### config.mk
export PLATFORM = sky130hd
export DESIGN_NAME = apb_master_bridge
export DESIGN_NICKNAME = d
export VERILOG_FILES = /design/src/rtl/apb_master_bridge.sv
export SDC_FILE = /design/constraint.sdc
export NUM_CORES = 1
export LEC_CHECK = 0
export CELL_PAD_IN_SITES_DETAIL_PLACEMENT = 0
export CELL_PAD_IN_SITES_GLOBAL_PLACEMENT = 1
export CORE_ASPECT_RATIO = 0.9
export CORE_MARGIN = 1
export CORE_UTILIZATION = 30
export CTS_CLUSTER_DIAMETER = 60
export DETAILED_ROUTE_END_ITERATION = 16
export GPL_TIMING_DRIVEN = 1
export HOLD_SLACK_MARGIN = 0.08
export PLACE_DENSITY = 0.9
export RECOVER_POWER = 50
export SETUP_SLACK_MARGIN = 0.2
export SYNTH_ARGS = -nofsm -noshare
export SYNTH_HDL_FRONTEND = slang
export SYNTH_SLANG_ARGS = --single-unit
### constraint.sdc
create_clock -name clk -period 3.8 [get_ports clk]
set_clock_uncertainty 0.2 [all_clocks]
set_input_delay 0.57 -clock clk [delete_from_list [all_inputs] [get_ports clk]]
set_output_delay 0.57 -clock clk [all_outputs]
set_load 0.01 [all_outputs]
### src/rtl/apb_master_bridge.sv
`default_nettype none
// ============================================================================
// Module   : apb_master_bridge
// Brief    : APB4 initiator turning register-space write/read request and
//            ack channels into APB transfers, one transfer outstanding,
//            round-robin between channels. Optional macro: APB_MST_TIMEOUT_EN.
// Revision : 1.0 - initial release
// ============================================================================
module apb_master_bridge #(
    parameter int unsigned ADDR_W         = 16,
    parameter int unsigned DATA_W         = 32,
    parameter logic [2:0]  PROT           = 3'b000,
    parameter int unsigned TIMEOUT_CYCLES = 256
) (
    input  logic                  clk,
    input  logic                  rst_n,
    input  logic [ADDR_W-1:0]     wreq_addr,
    input  logic [DATA_W-1:0]     wreq_data,
    input  logic [DATA_W/8-1:0]   wreq_strb,
    input  logic                  wreq_vld,
    output logic                  wreq_rdy,
    output logic                  wack_err,
    output logic                  wack_vld,
    input  logic                  wack_rdy,
    input  logic [ADDR_W-1:0]     rreq_addr,
    input  logic                  rreq_vld,
    output logic                  rreq_rdy,
    output logic [DATA_W-1:0]     rack_data,
    output logic                  rack_err,
    output logic                  rack_vld,
    input  logic                  rack_rdy,
    output logic [ADDR_W-1:0]     p_addr,
    output logic [2:0]            p_prot,
    output logic                  p_sel,
    output logic                  p_enable,
    output logic                  p_write,
    output logic [DATA_W-1:0]     p_wdata,
    output logic [DATA_W/8-1:0]   p_strb,
    input  logic                  p_ready,
    input  logic [DATA_W-1:0]     p_rdata,
    input  logic                  p_slverr
);

    localparam logic [ADDR_W-1:0] c_addr_mask = ~(ADDR_W'(3));

    typedef enum logic [1:0] {
        ST_IDLE   = 2'd0,
        ST_SETUP  = 2'd1,
        ST_ACCESS = 2'd2,
        ST_RESP   = 2'd3
    } state_t;

    state_t                r_state;
    state_t                w_state_nxt;
    logic                  r_last_wr;
    logic [ADDR_W-1:0]     r_addr;
    logic [DATA_W-1:0]     r_wdata;
    logic [DATA_W/8-1:0]   r_strb;
    logic                  r_write;
    logic [DATA_W-1:0]     r_rdata;
    logic                  r_err;
    logic                  w_grant_wr;
    logic                  w_grant_rd;
    logic                  w_capture;
    logic                  w_tmo_hit;

`ifdef APB_MST_TIMEOUT_EN
    localparam int unsigned c_tmo_w = $clog2(TIMEOUT_CYCLES + 1);

    logic [c_tmo_w-1:0] r_tmo_cnt;

    // Counts ACCESS cycles spent waiting; the last allowed cycle triggers the abort.
    always_ff @(posedge clk or negedge rst_n) begin
        if (!rst_n) begin
            r_tmo_cnt <= '0;
        end else if (r_state == ST_SETUP) begin
            r_tmo_cnt <= '0;
        end else if (r_state == ST_ACCESS && !p_ready) begin
            r_tmo_cnt <= r_tmo_cnt + 1'b1;
        end
    end

    assign w_tmo_hit = (r_state == ST_ACCESS) && !p_ready &&
                       (r_tmo_cnt == c_tmo_w'(TIMEOUT_CYCLES - 1));
`else
    localparam int unsigned c_unused_timeout = TIMEOUT_CYCLES;

    assign w_tmo_hit = 1'b0;
`endif

    always_ff @(posedge clk or negedge rst_n) begin
        if (!rst_n) begin
            r_state <= ST_IDLE;
        end else begin
            r_state <= w_state_nxt;
        end
    end

    always_comb begin
        w_state_nxt = r_state;
        w_grant_wr  = 1'b0;
        w_grant_rd  = 1'b0;
        w_capture   = 1'b0;
        case (r_state)
            ST_IDLE: begin
                // On a tie the channel that did not win last time is served.
                if (wreq_vld && (!rreq_vld || !r_last_wr)) begin
                    w_grant_wr = 1'b1;
                end else if (rreq_vld) begin
                    w_grant_rd = 1'b1;
                end
                if (w_grant_wr || w_grant_rd) begin
                    w_state_nxt = ST_SETUP;
                end
            end
            ST_SETUP: begin
                w_state_nxt = ST_ACCESS;
            end
            ST_ACCESS: begin
                if (p_ready) begin
                    w_capture   = 1'b1;
                    w_state_nxt = ST_RESP;
                end else if (w_tmo_hit) begin
                    w_state_nxt = ST_RESP;
                end
            end
            ST_RESP: begin
                if ((r_write && wack_rdy) || (!r_write && rack_rdy)) begin
                    w_state_nxt = ST_IDLE;
                end
            end
            default: begin
                w_state_nxt = ST_IDLE;
            end
        endcase
    end

    always_ff @(posedge clk or negedge rst_n) begin
        if (!rst_n) begin
            r_last_wr <= 1'b0;
            r_addr    <= '0;
            r_wdata   <= '0;
            r_strb    <= '0;
            r_write   <= 1'b0;
            r_rdata   <= '0;
            r_err     <= 1'b0;
        end else begin
            if (w_grant_wr) begin
                r_addr    <= wreq_addr & c_addr_mask;
                r_wdata   <= wreq_data;
                r_strb    <= wreq_strb;
                r_write   <= 1'b1;
                r_last_wr <= 1'b1;
            end else if (w_grant_rd) begin
                r_addr    <= rreq_addr & c_addr_mask;
                r_wdata   <= '0;
                r_strb    <= '0;
                r_write   <= 1'b0;
                r_last_wr <= 1'b0;
            end
            // Read data is only kept for clean reads so responses never leak stale data.
            if (w_capture) begin
                r_err   <= p_slverr;
                r_rdata <= (!r_write && !p_slverr) ? p_rdata : '0;
            end else if (w_tmo_hit) begin
                r_err   <= 1'b1;
                r_rdata <= '0;
            end
        end
    end

    assign wreq_rdy  = w_grant_wr;
    assign rreq_rdy  = w_grant_rd;
    assign p_sel     = (r_state == ST_SETUP) || (r_state == ST_ACCESS);
    assign p_enable  = (r_state == ST_ACCESS);
    assign p_addr    = r_addr;
    assign p_prot    = PROT;
    assign p_write   = r_write;
    assign p_wdata   = r_wdata;
    assign p_strb    = r_strb;
    assign wack_vld  = (r_state == ST_RESP) && r_write;
    assign rack_vld  = (r_state == ST_RESP) && !r_write;
    assign wack_err  = wack_vld && r_err;
    assign rack_err  = rack_vld && r_err;
    assign rack_data = r_rdata;

endmodule
`default_nettype wire

Word-level counts from Yosys, hierarchy flattened

Cells that the tools add are included.

Equality and inequality tests: 6
Multiplexer cells: 22
Reduce and logical (&&, ||, !) cells: 18

Operators by type and width:

| operator             | number |
|---|---|
| $mux W32             | 3 |
| $mux W16             | 2 |
| $mux W1              | 11 |
| $logic_and A1 B1 Y1  | 8 |
| $mux W4              | 2 |
| $pmux W2 S4          | 1 |
| $mux W2              | 3 |
| $eq A2 B2 Y1 const B | 2 |
| $logic_or A1 B1 Y1   | 4 |
| $ne A2 B2 Y1 const B | 2 |
| $logic_not A1 Y1     | 3 |
| $reduce_and A3 Y1    | 1 |
| $eq A2 B1 Y1 const B | 1 |
| $logic_not A2 Y1     | 1 |
| $ne A2 B1 Y1 const B | 1 |
| $reduce_bool A2 Y1   | 1 |

Register bits: 88
Input bits: 108
Output and inout port bits: 96
Word-level logic and storage cells: 53

Depth between registers and ports, before layout

Gate-level depths: netlist of the first run.

Word-level depth: 8
Mapped depth: 6
Depth with buffers taken out: 5

Worst setup path before layout of the first run

No wires, ideal clock.

Path type: flip-flop to output port
From: register r_state[0]
To: output wreq_rdy
Arrival time: 1.274 ns
Data required time: 3.030 ns
Slack: 1.756 ns
Stages on the path, launching flop included: 6
Path buffers: 1
Cells stage by stage: dfrtp_1 inv_1 ha_1 nand2_1 a21oi_2 buf_2

Word-level cells in the longest chain between the ends: 2

RTL lines:

| what                   | RTL line | text |
|---|---|---|
| start, declared        | 53       | `state_t r_state;` |
| start signal, assigned | 95       | `r_state <= w_state_nxt;` |
| $logic_not A2 Y1       | 104      | `case (r_state)` |
| $mux W1                | 104      |  |
| end, declared          | 21       | `output logic wreq_rdy,` |

No other way between the ends.

Worst setup path in the final report of the first run

From: input rreq_vld
To: output rreq_rdy

Word-level cells in the longest chain between the ends: 6
Elaborated cells between the ends (all ways): 7
Those cells by class: mux (4); reduce/logical (3)

RTL lines:

| what                    | RTL line | text |
|---|---|---|
| start, declared         | 26       | `input logic rreq_vld,` |
| $logic_not A1 Y1        | 107      | `if (wreq_vld && (!rreq_vld \|\| !r_last_wr)) begin` |
| $logic_or A1 B1 Y1      | 107      |  |
| $logic_and A1 B1 Y1     | 107      |  |
| $mux W1 *               | 107      |  |
| $mux W1 * (2 in series) | 104      |  |
| end, declared           | 27       | `output logic rreq_rdy,` |

Every way passes the cells marked *; elsewhere a longest branch is shown, timed or not. The select of a mux whose other input is x is not followed.

==> results by group, run 1 <==
Run status
  – Status: finished, violations left
  – Failing checks: capacitance limit, slew limit

Clocking
  – H-tree levels: 3
  – Clk_lat worst skew: 330 ps
  – CTS buffer count: 9
  – CTS tree: done
  – CTS Hold Bufs: 0
  – Resize count post-CTS: 0
  – Root Driver: clkbuf_16
  – Post-CTS setup buffer count: 0
  – Clock buffer depth: 2
  – CTS Sinks: 86
  – Clock slew seen by the registers of the worst setup and hold paths: 60 ps

GRT
  – GRT overflow: 0
  – GR Util met1: 0.189
  – Initial antenna violation count: 0
  – First-pass GRT wire length: 14.5 mm
  – GR Util met3: 0.0641
  – Vias in the first global route: 2,922
  – Gr busiest metal: met2
  – Largest net degree at the start of global routing: 87
  – GRT met2 Usage: 0.273
  – Tot GR Track Use: 0.162

Drt
  – Antenna-violating nets left: 0
  – Via density: 4.68
  – Post-DR wirelength/cell: 15.5 µm
  – Initial DRC Count: 74
  – Total wire length: 9.21 mm
  – TritonRoute pass-1 iters: 4
  – DRC: 0
  – Routed via count: 2,791

Synthesis
  – Ranking of synthesized cells by area: dfrtp_1 64%, a22o_1 18%, mux2i_1 4.5%, nand2_1 2.2%, o21ai_0 1.8%
  – Largest family of logic cells by synthesized area: compound AO/OA/AOI/OAI gates
  – Yosys cell types: 25
  – Yosys reg bits: 86
  – Synth warn: 0
  – Simple-Gate Fraction of Synth Area: 0.0354
  – Seq/Total Area, Yosys: 0.641
  – Netlist Area Pre-Place: 3360 µm²
  – Post-synth top area cell: dfrtp_1
  – Adder-cell share of the synthesized area: 0.0112
  – Post-synthesis mux area share: 0.0515
  – Syn Area/Cell: 13.5 µm²
  – Share of the synthesized area in the top cell type: 0.641
  – Synth Area in Compound Gates: 0.216
  – Xor-xnor portion of the synthesized cell area: 0
  – Synthesized netlist cell count: 249

Layout
  – Share of cells above drive strength 1: 0.0563
  – Post-Route Utilization: 0.524
  – # nets final: 550
  – Non-filler cells, final: 596
  – Syn-to-layout area delta: 69.5%
  – # diodes: 0
  – Fin area: 5690 µm²
  – Filler Cells Inserted: 956

Die
  – Die ar.: 11,600 µm²
  – I/O pin total: 204
  – Cell Rows: 36
  – Die Y: 102 µm
  – Core Box Area: 10,900 µm²
  – Initial Util: 0.309
  – Die Wd: 113 µm

Placement
  – Placed Cells: 580
  – Pre-CTS setup slack: 1020 ps
  – Number of port buffers: 194
  – DP HPWL: 6.68 mm
  – GP Congestion: 0.669
  – Area after DPL: 5410 µm²

Critical path
  – CP startpoint kind: input port
  – Crit path max fanout: 5
  – Crit path DAT: 2070 ps
  – Setup Crit Path Kind: in2out
  – Worst EP required: 3030 ps
  – Endpoint type of the worst setup path: primary output

Timing
  – Final Cycle Share: 0.746
  – Worst slew pin tran: 2110 ps
  – Min Tclk post-route: 2840 ps
  – Unrepaired setup endpoints after global routing: no
  – Slew margin rel.: -0.408
  – Pins Over Slew Limit: 87
  – Final sum of negative setup slack: 0 ps
  – Setup-failing EPs final: 0
  – Final hold vios: 0
  – Setup WS post-layout: 964 ps
  – Peak Freq: 353 MHz

Power
  – Worst VDD drop: 0.000353 V
  – Lkg Pwr: 0.00258 µW
  – Power Dens Cells: 753 nW/µm²

Run
  – # Max-Cap Violations: 1

Min path
  – Tightest Hold Check Type: reg2reg
-- sequential cells by signal (all words and copies together), names as in the netlist --
name and flops:
p_wdata 32, rack_data 32, p_addr 14, p_strb 4
r_state 2, p_write 1, r_err 1
-- stage by stage --
| step | hold WS [ps] | power (µW) |
|---|---|---|
| final | 276 | 4280 |
| after floorplan | 74.4 | 2430 |
| after global routing | 299 | 4570 |
| after detailed placement | 270 | 3580 |
| after CTS | 270 | 4440 |
| after global placement | 266 | 3530 |
-- cells in the mapped netlist --
library cell  instances
buf_2                11
and2_1                1
ha_1                  3
and3_1                1
mux2i_1              15
nor2_1                4
o21ai_0              12
conb_1                1
nor3_2                1
a21oi_2               1
mux2_2                1
nor2b_1               1
buf_4                 5
a2bb2oi_1             1
a21boi_4              1
nand2_1              20
inv_1                 3
mux2_1                1
clkbuf_1              5
dfrtp_1              86
a222oi_1              1
buf_6                 2
o21ai_2               1
o21ai_1               3
a22o_1               68
-- cells in the final DEF, fill, tap and decap left out, types with 2 or more instances in the layout --
cell type / count
nor2_1: 4
buf_4: 3
dlygate4sd3_1: 43
a22o_1: 68
conb_1: 5
clkdlybuf4s50_1: 150
nand2_1: 20
clkbuf_16: 9
mux2i_1: 15
dfrtp_1: 86
o21ai_0: 12
o21ai_1: 3
clkinvlp_4: 3
inv_6: 2
ha_1: 3
inv_1: 3
-- logic make-up (layout without fill, tap and decap cells) --
| group | Yosys count | in the layout |
|---|---|---|
| AOI/OAI and AO/OA | 88 | 88 |
| adders and majority gates | 3 | 3 |
| buffers and inverters | 26 | 217 |
| DFF | 86 | 86 |
| muxes | 17 | 17 |
| other | 1 | 5 |
| and+or+nand+nor | 28 | 28 |
-- critical path, cell delays in order --
cell	delay (ps)
dlygate4sd3_1	730
nand2_1	120
nor2_1	100
clkdlybuf4s50_1	550
-- power by group --
part	switching, µW	internal, µW
clock network	356	464
logic	797	1090
registers	243	1330
total	1400	2880
-- worst paths after layout --
path,startpoint,to,slack (ps),depth (start not counted)
max,rreq_vld,rreq_rdy,960,4
min,p_addr[11],p_addr[11],280,2
max reg2reg,r_state[0],r_err,1180,5
min reg2reg,p_addr[11],p_addr[11],280,2
max in group asynchronous,rst_n,p_addr[14],1500,1
min in group asynchronous,rst_n,rack_data[6],620,1
-- metal layers --
layer / part of all wire / routed length (µm)
met1: 0.41 / 3800
met5: 0 / 0
met4: 0.0093 / 86
met3: 0.087 / 800
met2: 0.49 / 4520
-- cell type report --
class                           instances  area [µm²]  area share
Clock inverter                          6        45.0     0.00792
Timing Repair Buffer                  198        1960       0.345
Inverter                                3        11.3     0.00198
Tap cell                              152         190      0.0334
Multi-Input combinational cell        141        1090       0.191
Sequential cell                        86        2150       0.378
Clock buffer                           10         239      0.0420
(Power assumes the default switching activity.)
==> inputs of run 2 (changes only) <==
Settings changed: CORE_UTILIZATION 30 to 28, PLACE_DENSITY 0.9 to 0.85.
Clock period 3.8 ns to 2.88 ns, I/O delays scaled along.
==> results by group, run 2 (synthesis results as in run 1) <==
Die
  – Die ar.: 12,400 µm²
  – Die Wd: 117 µm
  – Cell Rows: 37
  – Core Box Area: 11,600 µm²
  – Die Y: 106 µm
  – I/O pin total: 204
  – Initial Util: 0.290

Clocking
  – Post-CTS setup buffer count: 0
  – Clk_lat worst skew: 330 ps
  – H-tree levels: 3
  – CTS tree: done
  – CTS Sinks: 86
  – CTS buffer count: 9
  – CTS Hold Bufs: 0
  – Clock slew seen by the registers of the worst setup and hold paths: 60 ps
  – Root Driver: clkbuf_16
  – Clock buffer depth: 2

Layout
  – Share of cells above drive strength 1: 0.0583
  – Register area: 2150 µm²
  – Commonest cells after routing, fill and taps aside: 162 x clkdlybuf4s50_1, 86 x dfrtp_1, 68 x a22o_1
  – Multi-input logic area: 1080 µm²
  – Filler Cells Inserted: 1,026
  – # diodes: 0
  – Commonest non-fill, non-tap cell in the layout: clkdlybuf4s50_1
  – # nets final: 552
  – Syn-to-layout area delta: 70.8%

Critical path
  – Reg2reg path depth: 4
  – Setup Crit Path Kind: reg2out
  – Endpoint type of the worst setup path: primary output
  – CP startpoint kind: register
  – Crit path max fanout: 5
  – Crit path DAT: 1990 ps
  – Worst EP required: 2250 ps

GRT
  – Initial antenna violation count: 0
  – Largest net degree at the start of global routing: 87
  – First-pass GRT wire length: 14.9 mm
  – GRT overflow: 0
  – Vias in the first global route: 2,886
  – Tot GR Track Use: 0.154

Power
  – Worst VDD drop: 0.000484 V
  – Switching Fraction: 0.321
  – Lkg Pwr: 0.00258 µW
  – Comb pwr share: 0.440
  – Sequential Power Share: 0.357
  – Internal: 3930 µW
  – Clock power share: 0.202
  – Net Switching: 1860 µW
  – Power Dens Cells: 1010 nW/µm²

Timing
  – Final Cycle Share: 0.911
  – Min Tclk post-route: 2620 ps
  – Final hold vios: 0
  – Final sum of negative setup slack: 0 ps
  – Peak Freq: 381 MHz
  – Setup WS post-layout: 258 ps
  – Worst slew pin tran: 2080 ps
  – Setup-failing EPs final: 0
  – Slew margin rel.: -0.388
  – Pins Over Slew Limit: 87
  – Unrepaired setup endpoints after global routing: no

Run status
  – Failing checks: capacitance limit, slew limit
  – Status: finished, violations left

Drt
  – Routed via count: 2,736
  – TritonRoute pass-1 iters: 5
  – Via density: 4.54
  – Total wire length: 9.06 mm
  – Antenna-violating nets left: 0
  – Initial DRC Count: 124
  – Post-DR wirelength/cell: 15.0 µm
  – DRC: 0

Min path
  – Tightest Hold Check Type: reg2reg
  – Cell count of the worst hold path: 2

Run
  – # Max-Cap Violations: 1

Placement
  – Number of port buffers: 194
  – DP HPWL: 6.35 mm
  – GP Congestion: 0.736
  – Pre-CTS setup slack: 386 ps
==> run 2: cell count changes in the layout (fill, tap and decap cells not counted), sizes merged <==
cell | before | now
buf | 3 | 5
bufinv | 0 | 1
clkinvlp | 3 | 2
inv | 5 | 6
clkdlybuf4s50 | 150 | 162
clkbuf | 12 | 11
dlygate4sd3 | 43 | 31
==> run 2: metrics by stage <==
step	hold slack, ps	total power (µW)	cell area [µm²]	cells	util
2_1_floorplan	-63.6	3210	3370	253	-
3_3_place_gp	267	4690	5440	586	0.470
3_5_place_dp	270	4750	5440	586	0.470
4_1_cts	140	5970	5750	602	0.497
5_1_grt	308	6160	5730	602	0.495
6_report	278	5790	5730	602	0.495
==> run 2: layout make-up <==
cell class,count,area share
flip-flops and latches,86,0.376
inverters,3,0.00197
repair buffers,200,0.347
well taps,156,0.0341
clock buffers,9,0.0393
clock inverters,7,0.0140
multi-input cells,141,0.188
==> run 2: metal layers <==
metal / wire length, µm / global-route usage / vias to the layer above
li1: - / - / 1295
met1: 3980 / 0.189 / 1304
met2: 4220 / 0.247 / 127
met3: 738 / 0.0595 / 10
met4: 123 / 0.0501 / 0
met5: 0 / 0 / -
==> run 2: critical path, cell delays in order, from the launching register on <==
cell and delay, ps:
dfrtp_1 400, inv_1 90, ha_1 300, nand2_1 130, a21oi_2 140, clkdlybuf4s50_1 600
==> run 2: power groups by stage <==
| stage | combinational, µW | clock, µW | sequential, µW |
|---|---|---|---|
| 2_1_floorplan | 915 | 0 | 2290 |
| 3_3_place_gp | 2620 | 0 | 2070 |
| 3_5_place_dp | 2660 | 0 | 2090 |
| 4_1_cts | 2670 | 1220 | 2090 |
| 5_1_grt | 2740 | 1270 | 2140 |
| 6_report | 2550 | 1170 | 2070 |
==> run 2: timing repair <==
action	CTS	global route
endpoints found under the hold margin	0	0
gates resized for setup	0	1
setup endpoints to repair	0	1
==> run 2: path summary, 6_finish.rpt <==
| path | slack (ps) | startpoint | end |
|---|---|---|---|
| max in group asynchronous | 770 | rst_n | rack_data[14] |
| worst max-delay path | 260 | r_state[0] | wreq_rdy |
| worst min-delay path | 280 | p_addr[10] | p_addr[10] |
| min in group asynchronous | 500 | rst_n | p_wdata[28] |
| worst min register to register | 280 | p_addr[10] | p_addr[10] |
| worst max register to register | 550 | p_write | p_addr[5] |
==> inputs of run 3 (changes only) <==
Settings changed: CTS_CLUSTER_SIZE set to 16.
Clock period 2.88 ns to 2.8 ns, I/O delays scaled along.
==> results by group, run 3 (synthesis results as in run 1) <==
Run status
  – Status: finished, final reports clean

GRT
  – Vias in the first global route: 2,959
  – Tot GR Track Use: 0.152
  – GRT overflow: 0
  – Initial antenna violation count: 0
  – Largest net degree at the start of global routing: 65
  – First-pass GRT wire length: 14.9 mm

Timing
  – Pins Over Slew Limit: 0
  – Final sum of negative setup slack: 0 ps
  – Unrepaired setup endpoints after global routing: no
  – Peak Freq: 396 MHz
  – Min Tclk post-route: 2530 ps
  – Final Cycle Share: 0.902
  – Slew margin rel.: 0.297
  – Final hold vios: 0
  – Worst slew pin tran: 1050 ps
  – Setup-failing EPs final: 0

Clocking
  – Clock buffer depth: 2
  – CTS buffer count: 9
  – Root Driver: clkbuf_16
  – CTS tree: done
  – CTS Sinks: 86
  – Clk_lat worst skew: 330 ps
  – Clock slew seen by the registers of the worst setup and hold paths: 60 ps
  – H-tree levels: 3

Critical path
  – Setup crit start: wreq_vld
  – Worst EP required: 2180 ps
  – Crit path max fanout: 4
  – Reg2reg path depth: 4
  – CP cell instances: dlygate4sd3_1 -> a21boi_0 -> nor2_1 -> clkdlybuf4s50_1
  – Endpoint type of the worst setup path: primary output
  – CP startpoint kind: input port
  – Slowest-stage cell, CP: dlygate4sd3_1
  – Crit path DAT: 1910 ps
  – Setup Crit Path Kind: in2out
  – Worst path max stage delay: 630 ps
  – Buf/Inv on CP: 2
  – Reg-to-Reg End: p_addr[10]
  – FF-to-FF Start: p_write
  – Flop2flop setup slack: 550 ps
  – Top Family by Delay on Critical Path: buffers and inverters

Die
  – Core Box Area: 11,600 µm²
  – Initial Util: 0.290
  – Die ar.: 12,400 µm²
  – Die Y: 106 µm
  – Die Wd: 117 µm
  – Cell Rows: 37
  – I/O pin total: 204

Layout
  – Share of cells above drive strength 1: 0.0624
  – Non-filler cells, final: 605
  – Multi-input logic area: 1080 µm²
  – # diodes: 0
  – Syn-to-layout area delta: 71.4%
  – Register area: 2150 µm²
  – Commonest cells after routing, fill and taps aside: 191 x clkdlybuf4s50_1, 86 x dfrtp_1, 68 x a22o_1
  – # nets final: 555
  – Post-Route Utilization: 0.497
  – Commonest non-fill, non-tap cell in the layout: clkdlybuf4s50_1
  – Filler Cells Inserted: 1,034

Power
  – Worst VDD drop: 0.000557 V
  – Power Dens Cells: 1050 nW/µm²
  – Lkg Pwr: 0.00255 µW

Drt
  – Total wire length: 8.96 mm
  – Routed via count: 2,772
  – Post-DR wirelength/cell: 14.8 µm
  – DRC: 0
  – Initial DRC Count: 101
  – Antenna-violating nets left: 0
  – TritonRoute pass-1 iters: 5
  – Via density: 4.58

Min path
  – Hold Crit Endpoint: p_addr[4]
  – Cell count of the worst hold path: 2
  – Hold Path Origin: p_addr[4]
  – Tightest Hold Check Type: reg2reg

Placement
  – Number of port buffers: 194
  – Placed Cells: 588
  – DP HPWL: 6.48 mm
  – GP Congestion: 0.770

Run
  – # Max-Cap Violations: 0
-- run 3: changes by cell type in the layout (fill, tap and decap cells not counted) --
| cell | change |
|---|---|
| o21ai_1 | -1 |
| clkinv_2 | +1 |
| clkdlybuf4s50_1 | +29 |
| inv_6 | -3 |
| o21ai_0 | +1 |
| clkinv_4 | +1 |
| clkbuf_2 | +1 |
| clkinvlp_4 | +1 |
| dlymetal6s2s_1 | +1 |
| dlygate4sd3_1 | -29 |
| clkbuf_4 | +1 |
-- run 3: worst reg2reg max path: cells and delay by family (launching register included) --
| kind | cells | cell delay, ps |
|---|---|---|
| DFF | 1 | 470 |
| muxes | 1 | 290 |
| AOI/OAI and AO/OA | 2 | 380 |
| buffers and inverters | 1 | 780 |
-- run 3: through the flow --
stage	hold slack, ps	total power [µW]	setup slack [ps]	cell area (µm²)
3_3_place_gp	256	4840	333	5470
4_1_cts	285	6130	226	5780
6_report	279	6010	275	5750
5_1_grt	308	6400	157	5750
3_5_place_dp	255	4900	304	5470
2_1_floorplan	-75.6	3300	906	3370
-- run 3: area by class of cell --
class                      count  share of cell area
clock buffer                   9              0.0392
clock inverter                 7              0.0131
inverter                       3             0.00196
multi-input combinational    141               0.187
sequential                    86               0.374
tap                          156              0.0339
timing repair buffer         203               0.351
-- run 3: worst max path at each step --
stage	endpoint	depth (start not counted)
after floorplan	wreq_rdy	5
after CTS	wreq_rdy	5
after detailed placement	rreq_rdy	4
final	rreq_rdy	4
after global routing	p_addr[12]	3
after global placement	rreq_rdy	4
-- run 3: repair_timing --
item	in CTS	in global routing
setup buffers	0	0
gates cloned	0	0
hold endpoints to repair	43	0
hold buffers	1	0
setup endpoints to repair	1	1
gates resized for setup	1	1
-- run 3: power by group --
part	total (µW)	internal (µW)	switching [µW]
combinational	2710	1610	1100
sequential	2120	1800	318
clock	1180	692	486
total	6010	4110	1900
-- run 3: per-layer routing --
layer / part of all wire / GRT usage
met5: 0 / 0
met4: 0.015 / 0.0557
met3: 0.092 / 0.0584
met2: 0.46 / 0.244
met1: 0.43 / 0.185
